## src/rtl/regfile_sb.sv

```systemverilog
// Multi-read register file with write-through bypass, per-entry busy scoreboard
// and a sequential clear engine that zeroes one entry per cycle.
module regfile_sb #(
    parameter int DATA_W   = 32,
    parameter int ADDR_W   = 5,
    parameter int ZERO_REG = 1,
    parameter int BYPASS   = 1
) (
    input  logic              clk,
    input  logic              rst,
    input  logic [ADDR_W-1:0] raddr1,
    input  logic [ADDR_W-1:0] raddr2,
    output logic [DATA_W-1:0] rdata1,
    output logic [DATA_W-1:0] rdata2,
    output logic              rbusy1,
    output logic              rbusy2,
    input  logic              we,
    input  logic [ADDR_W-1:0] waddr,
    input  logic [DATA_W-1:0] wdata,
    input  logic              rsv_en,
    input  logic [ADDR_W-1:0] rsv_addr,
    input  logic              clr_req,
    output logic              clr_busy,
    output logic              clr_done
);
    localparam int DEPTH = 1 << ADDR_W;
    localparam bit ZR    = (ZERO_REG != 0);
    localparam bit BP    = (BYPASS != 0);
    localparam logic [ADDR_W-1:0] LAST = '1;

    typedef enum logic {IDLE, CLEAR} state_t;

    state_t            state, state_nx;
    logic [ADDR_W-1:0] cnt, cnt_nx;
    logic              done_nx;
    logic [DATA_W-1:0] mem [DEPTH];
    logic [DEPTH-1:0]  busy_q;
    logic              we_eff, rsv_eff;

    assign clr_busy = (state == CLEAR);
    assign we_eff   = we & ~clr_busy & ~(ZR & (waddr == '0));
    assign rsv_eff  = rsv_en & ~clr_busy & ~(ZR & (rsv_addr == '0));

    always_ff @(posedge clk) begin
        if (rst) begin
            state    <= IDLE;
            cnt      <= '0;
            clr_done <= 1'b0;
        end else begin
            state    <= state_nx;
            cnt      <= cnt_nx;
            clr_done <= done_nx;
        end
    end

    always_comb begin
        state_nx = state;
        cnt_nx   = cnt;
        done_nx  = 1'b0;
        case (state)
            IDLE: begin
                if (clr_req) begin
                    state_nx = CLEAR;
                    cnt_nx   = '0;
                end
            end
            CLEAR: begin
                cnt_nx = cnt + 1'b1;
                if (cnt == LAST) begin
                    state_nx = IDLE;
                    done_nx  = 1'b1;
                end
            end
            default: state_nx = IDLE;
        endcase
    end

    // A reserve is applied after the write so a same-cycle reserve leaves the entry busy.
    always_ff @(posedge clk) begin
        if (rst) begin
            for (int i = 0; i < DEPTH; i++) mem[i] <= '0;
            busy_q <= '0;
        end else if (state == CLEAR) begin
            mem[cnt]    <= '0;
            busy_q[cnt] <= 1'b0;
        end else begin
            if (we_eff) begin
                mem[waddr]    <= wdata;
                busy_q[waddr] <= 1'b0;
            end
            if (rsv_eff) busy_q[rsv_addr] <= 1'b1;
        end
    end

    always_comb begin
        rdata1 = mem[raddr1];
        rbusy1 = busy_q[raddr1];
        if (BP && we_eff && (waddr == raddr1)) begin
            rdata1 = wdata;
            rbusy1 = 1'b0;
        end
        if (ZR && (raddr1 == '0)) begin
            rdata1 = '0;
            rbusy1 = 1'b0;
        end
    end

    always_comb begin
        rdata2 = mem[raddr2];
        rbusy2 = busy_q[raddr2];
        if (BP && we_eff && (waddr == raddr2)) begin
            rdata2 = wdata;
            rbusy2 = 1'b0;
        end
        if (ZR && (raddr2 == '0)) begin
            rdata2 = '0;
            rbusy2 = 1'b0;
        end
    end
endmodule

```

## config.mk

```make
export PLATFORM = sky130hd
export DESIGN_NAME = regfile_sb
export DESIGN_NICKNAME = d
export VERILOG_FILES = /design/src/rtl/regfile_sb.sv
export SDC_FILE = /design/constraint.sdc
export NUM_CORES = 2
export LEC_CHECK = 0
export ABC_CLOCK_PERIOD_IN_PS = 3400
export CAP_MARGIN = 20
export CORE_MARGIN = 4
export CORE_UTILIZATION = 35
export CTS_BUF_LIST = sky130_fd_sc_hd__clkbuf_4 sky130_fd_sc_hd__clkbuf_8
export DETAILED_ROUTE_END_ITERATION = 8
export GPL_TIMING_DRIVEN = 1
export SETUP_SLACK_MARGIN = 0.3
export SYNTH_ARGS = -nofsm -noshare
export SYNTH_HDL_FRONTEND = slang
export SYNTH_SLANG_ARGS = --single-unit
```

## constraint.sdc

```tcl
create_clock -name clk -period 3.4 [get_ports clk]
set_input_delay 0.34 -clock clk [delete_from_list [all_inputs] [get_ports clk]]
set_output_delay 0.34 -clock clk [all_outputs]
set_load 0.03 [all_outputs]
```

==> qor.yml <==
clocking:
  cts_tree: "done"
  h-tree-depth: 4
  worstSkewPairLatency_ns: 0.92
  cts_root_buffer: "sky130_fd_sc_hd__clkbuf_8"
  cts_inserted_buffers: 178
  cts.path.max_buffers: 3
  clock_sinks: 1063
  clkSlewWorstSetupHoldPaths_ns: 0.07
synthesis:
  syn-mean-instance-area_um2: 13.9
  post_synth_inst_count: 4033
  synth.distinct_cells: 74
  postSynth.topFlopCell: "sky130_fd_sc_hd__edfxtp_1"
  synth-seq-area-share_pct: 56.1
  yosysWarningCount: 0
  synth.area.top_cells: "sky130_fd_sc_hd__edfxtp_1, sky130_fd_sc_hd__mux4_2, sky130_fd_sc_hd__nor2_1"
  synth_area_mm2: 0.0562
  synth_top_area_share_pct: 54.7
  ys_ff_latch: 1063
  synth_enable_flop_cells: 1024
  netlist_top_cells_count: "sky130_fd_sc_hd__nor2_1, sky130_fd_sc_hd__edfxtp_1, sky130_fd_sc_hd__mux4_2"
  synth_most_common_cell: "sky130_fd_sc_hd__nor2_1"
  yosysTopAreaCell: "sky130_fd_sc_hd__edfxtp_1"
  async_reset_ff_share_pct: 0
floorplan:
  start_util_pct: 35.4
  die_height_um: 409
  fp.coreArea_mm2: 0.159
  placementRows: 146
  dieWidth_um: 409
  total_die_area_mm2: 0.167
  boundary_pins: 125
critical_path:
  crit_path_max_fanout: 25
  timing.setup.critical_path_class: "flop to output port"
  worst_setup_path_start_kind: "flop"
  timing.critical_path.arrival_ns: 3.10
  r2r_slack_ns: 0.54
  type_of_element_capturing_the_critical_path: "output port"
  critPathRequiredTime_ns: 3.06
layout:
  synthToLayoutAreaGrowth_pct: 21.6
  flip_flop_and_latch_area_mm2: 0.0315
  multi_input_area_mm2: 0.0240
  layout.filler_cells: 14300
  num-nets-final: 4482
  share_of_post_route_cells_with_drive_strength_above_1_pct: 33.6
routing:
  number_of_drc_violations_after_detailed_routing_iteration_0: 6949
  remaining_drc_errors: 0
  total_number_of_vias: 42700
  post_drt_wl_per_cell_um: 35.6
  detail_route.wirelength_um: 236000
  vias_per_cell: 6.44
  ant_nets: 0
  detail_route.first_pass.iterations: 6
place:
  port_buffers: 124
  hpwl_um: 151000
  routabilityCongestion: 0.944
outcome:
  outcome: "finished with violations"
  violated_checks: "setup timing"
power:
  cellPowerDensity_mw_per_mm2: 465
  netSwitchingFraction_pct: 27.7
  power.net_switching_mw: 8.78
  clock_power_share_pct: 36.2
  vdd_ir_drop_max_mv: 0.311
  p_comb_share_pct: 16.5
  static-leakage-power_nw: 22.7
  intPower_mw: 23.0
  seqPwrFrac_pct: 47.3
grt:
  antenna_found_initial: 5
  vias_in_the_first_global_route: 42600
  largest_net_degree_at_the_start_of_global_routing: 74
  grt-ovfl-total: 0
  grt_usage_pct: 27.7
  first_pass_grt_wire_length_um: 327000
timing:
  setup_repair_after_global_routing_missed_its_margin: "yes"
  fmaxAchievable_mhz: 290
  fin_skew_ns: 0.0439
  post-route-min-period_ns: 3.44
  slew_at_the_pin_closest_to_its_max_slew_limit_ns: 1.06
  setup-tns-final_ns: -0.150
  min_period_over_period_pct: 101
  whs_ns: 0.113
  max_slew_violation_count: 0
  slew_headroom_pct: 28.8
  number_of_hold_violations_in_the_final_report: 0
  count_of_endpoints_failing_setup_in_the_final_report: 8
  post-route-worst-setup-slack_ns: -0.0445
flow_run:
  timing.max_cap.violations: 0
min_path:
  hold_class: "input port to flop"
==> final cells by class <==
class	instances	area share, %
multi-input cells	2604	35.1
repair buffers	557	9.82
well taps	2072	3.79
diodes	4	0.0146
clock buffers	233	4.26
flip-flops and latches	1063	46.1
inverters	16	0.0934
clock inverters	83	0.756
==> per-layer routing <==
metal | wire length [um] | track usage [%] | up-vias
met5 | 27 | 0 | -
met4 | 14600 | 14.6 | 4
met3 | 37800 | 10.6 | 790
met2 | 101000 | 40.4 | 3798
met1 | 82500 | 35.9 | 21600
li1 | - | - | 16500
==> registers in the layout, summed over array words and instances (netlist names) <==
register  count
mem        1024
clr_busy      1
busy_q       32
cnt           5
clr_done      1
==> metrics by stage <==
step / instance area (um^2) / power (mW) / util (%) / worst slack (ns) / std cells
global placement: 63500 / 20.1 / 40.0 / -0.473 / 6282
global route: 68300 / 32.6 / 43.0 / -0.0987 / 6629
detailed placement: 63500 / 20.2 / 40.0 / -0.495 / 6283
floorplan: 56400 / 17.7 / - / 0.0315 / 4064
CTS: 68200 / 31.7 / 42.9 / -0.0613 / 6623
finish: 68400 / 31.8 / 43.0 / -0.0445 / 6632
==> worst max-delay path, stage by stage (launching register included) <==
cell                      delay (ns)
sky130_fd_sc_hd__dfxtp_4        0.36
sky130_fd_sc_hd__and2b_2        0.24
sky130_fd_sc_hd__o31ai_2        0.07
sky130_fd_sc_hd__or4_4          0.60
sky130_fd_sc_hd__buf_12         0.22
sky130_fd_sc_hd__nand4_1        0.24
sky130_fd_sc_hd__o221a_4        0.30
sky130_fd_sc_hd__buf_12         0.14
==> kinds of logic after synthesis <==
| logic type | Yosys count | synth area share [%] |
|---|---|---|
| DFF | 1063 | 56.1 |
| muxes | 630 | 23.2 |
| and+or+nand+nor | 1522 | 11.7 |
| AOI/OAI and AO/OA | 405 | 5.27 |
| buffers and inverters | 397 | 3.40 |
| adders and majority gates | 5 | 0.111 |
| xor gates and xnor gates | 10 | 0.156 |
| other | 1 | 0.00667 |
==> final timing paths <==
check            start         end  cells after the start
max           clr_busy  rdata1[17]                      7
min                rst  busy_q[17]                      3
max reg2reg   clr_busy  mem[24][5]                      7
min reg2reg  busy_q[0]   busy_q[0]                      2
==> layout by cell type, fill, tap and decap left out, types with 13 or more instances in the layout <==
master	instances
sky130_fd_sc_hd__mux4_2	535
sky130_fd_sc_hd__dfxtp_1	38
sky130_fd_sc_hd__buf_12	173
sky130_fd_sc_hd__buf_4	307
sky130_fd_sc_hd__conb_1	32
sky130_fd_sc_hd__clkdlybuf4s50_1	46
sky130_fd_sc_hd__nand4_1	26
sky130_fd_sc_hd__clkinv_1	53
sky130_fd_sc_hd__edfxtp_1	1024
sky130_fd_sc_hd__nor3_4	15
sky130_fd_sc_hd__clkinv_2	18
sky130_fd_sc_hd__nand2b_1	20
sky130_fd_sc_hd__nand2b_2	14
sky130_fd_sc_hd__a22oi_1	57
sky130_fd_sc_hd__a22o_4	14
sky130_fd_sc_hd__nand3_2	18
sky130_fd_sc_hd__nor2_1	1043
sky130_fd_sc_hd__o221ai_1	25
sky130_fd_sc_hd__clkbuf_4	47
sky130_fd_sc_hd__o22ai_1	50
sky130_fd_sc_hd__o221a_4	17
sky130_fd_sc_hd__a21oi_1	87
sky130_fd_sc_hd__clkbuf_8	186
sky130_fd_sc_hd__mux2_2	21
sky130_fd_sc_hd__nand3_4	17
sky130_fd_sc_hd__a221oi_1	23
sky130_fd_sc_hd__nor3_1	24
sky130_fd_sc_hd__nand3_1	99
sky130_fd_sc_hd__nand2_1	141
sky130_fd_sc_hd__nor2b_1	13
sky130_fd_sc_hd__mux2i_1	69
sky130_fd_sc_hd__o21ai_0	31
==> repair_timing <==
action | 4_1_cts | 5_1_grt
gates cloned | 9 | 0
pin swaps | 46 | 17
endpoints found under the hold margin | 21 | 0
resized for setup | 157 | 34
hold buffers | 2 | 0
endpoints found under the setup margin | 65 | 66
setup buffers | 13 | 5
==> power groups by stage <==
| stage | clock (mW) | sequential [mW] | combinational [mW] |
|---|---|---|---|
| after floorplan | 0 | 15.2 | 2.48 |
| after global placement | 0 | 15.3 | 4.86 |
| after detailed placement | 0 | 15.3 | 4.87 |
| after CTS | 11.5 | 15.0 | 5.09 |
| after global routing | 12.1 | 15.1 | 5.32 |
| final | 11.5 | 15.0 | 5.24 |
Power figures use the tool's default switching activity.
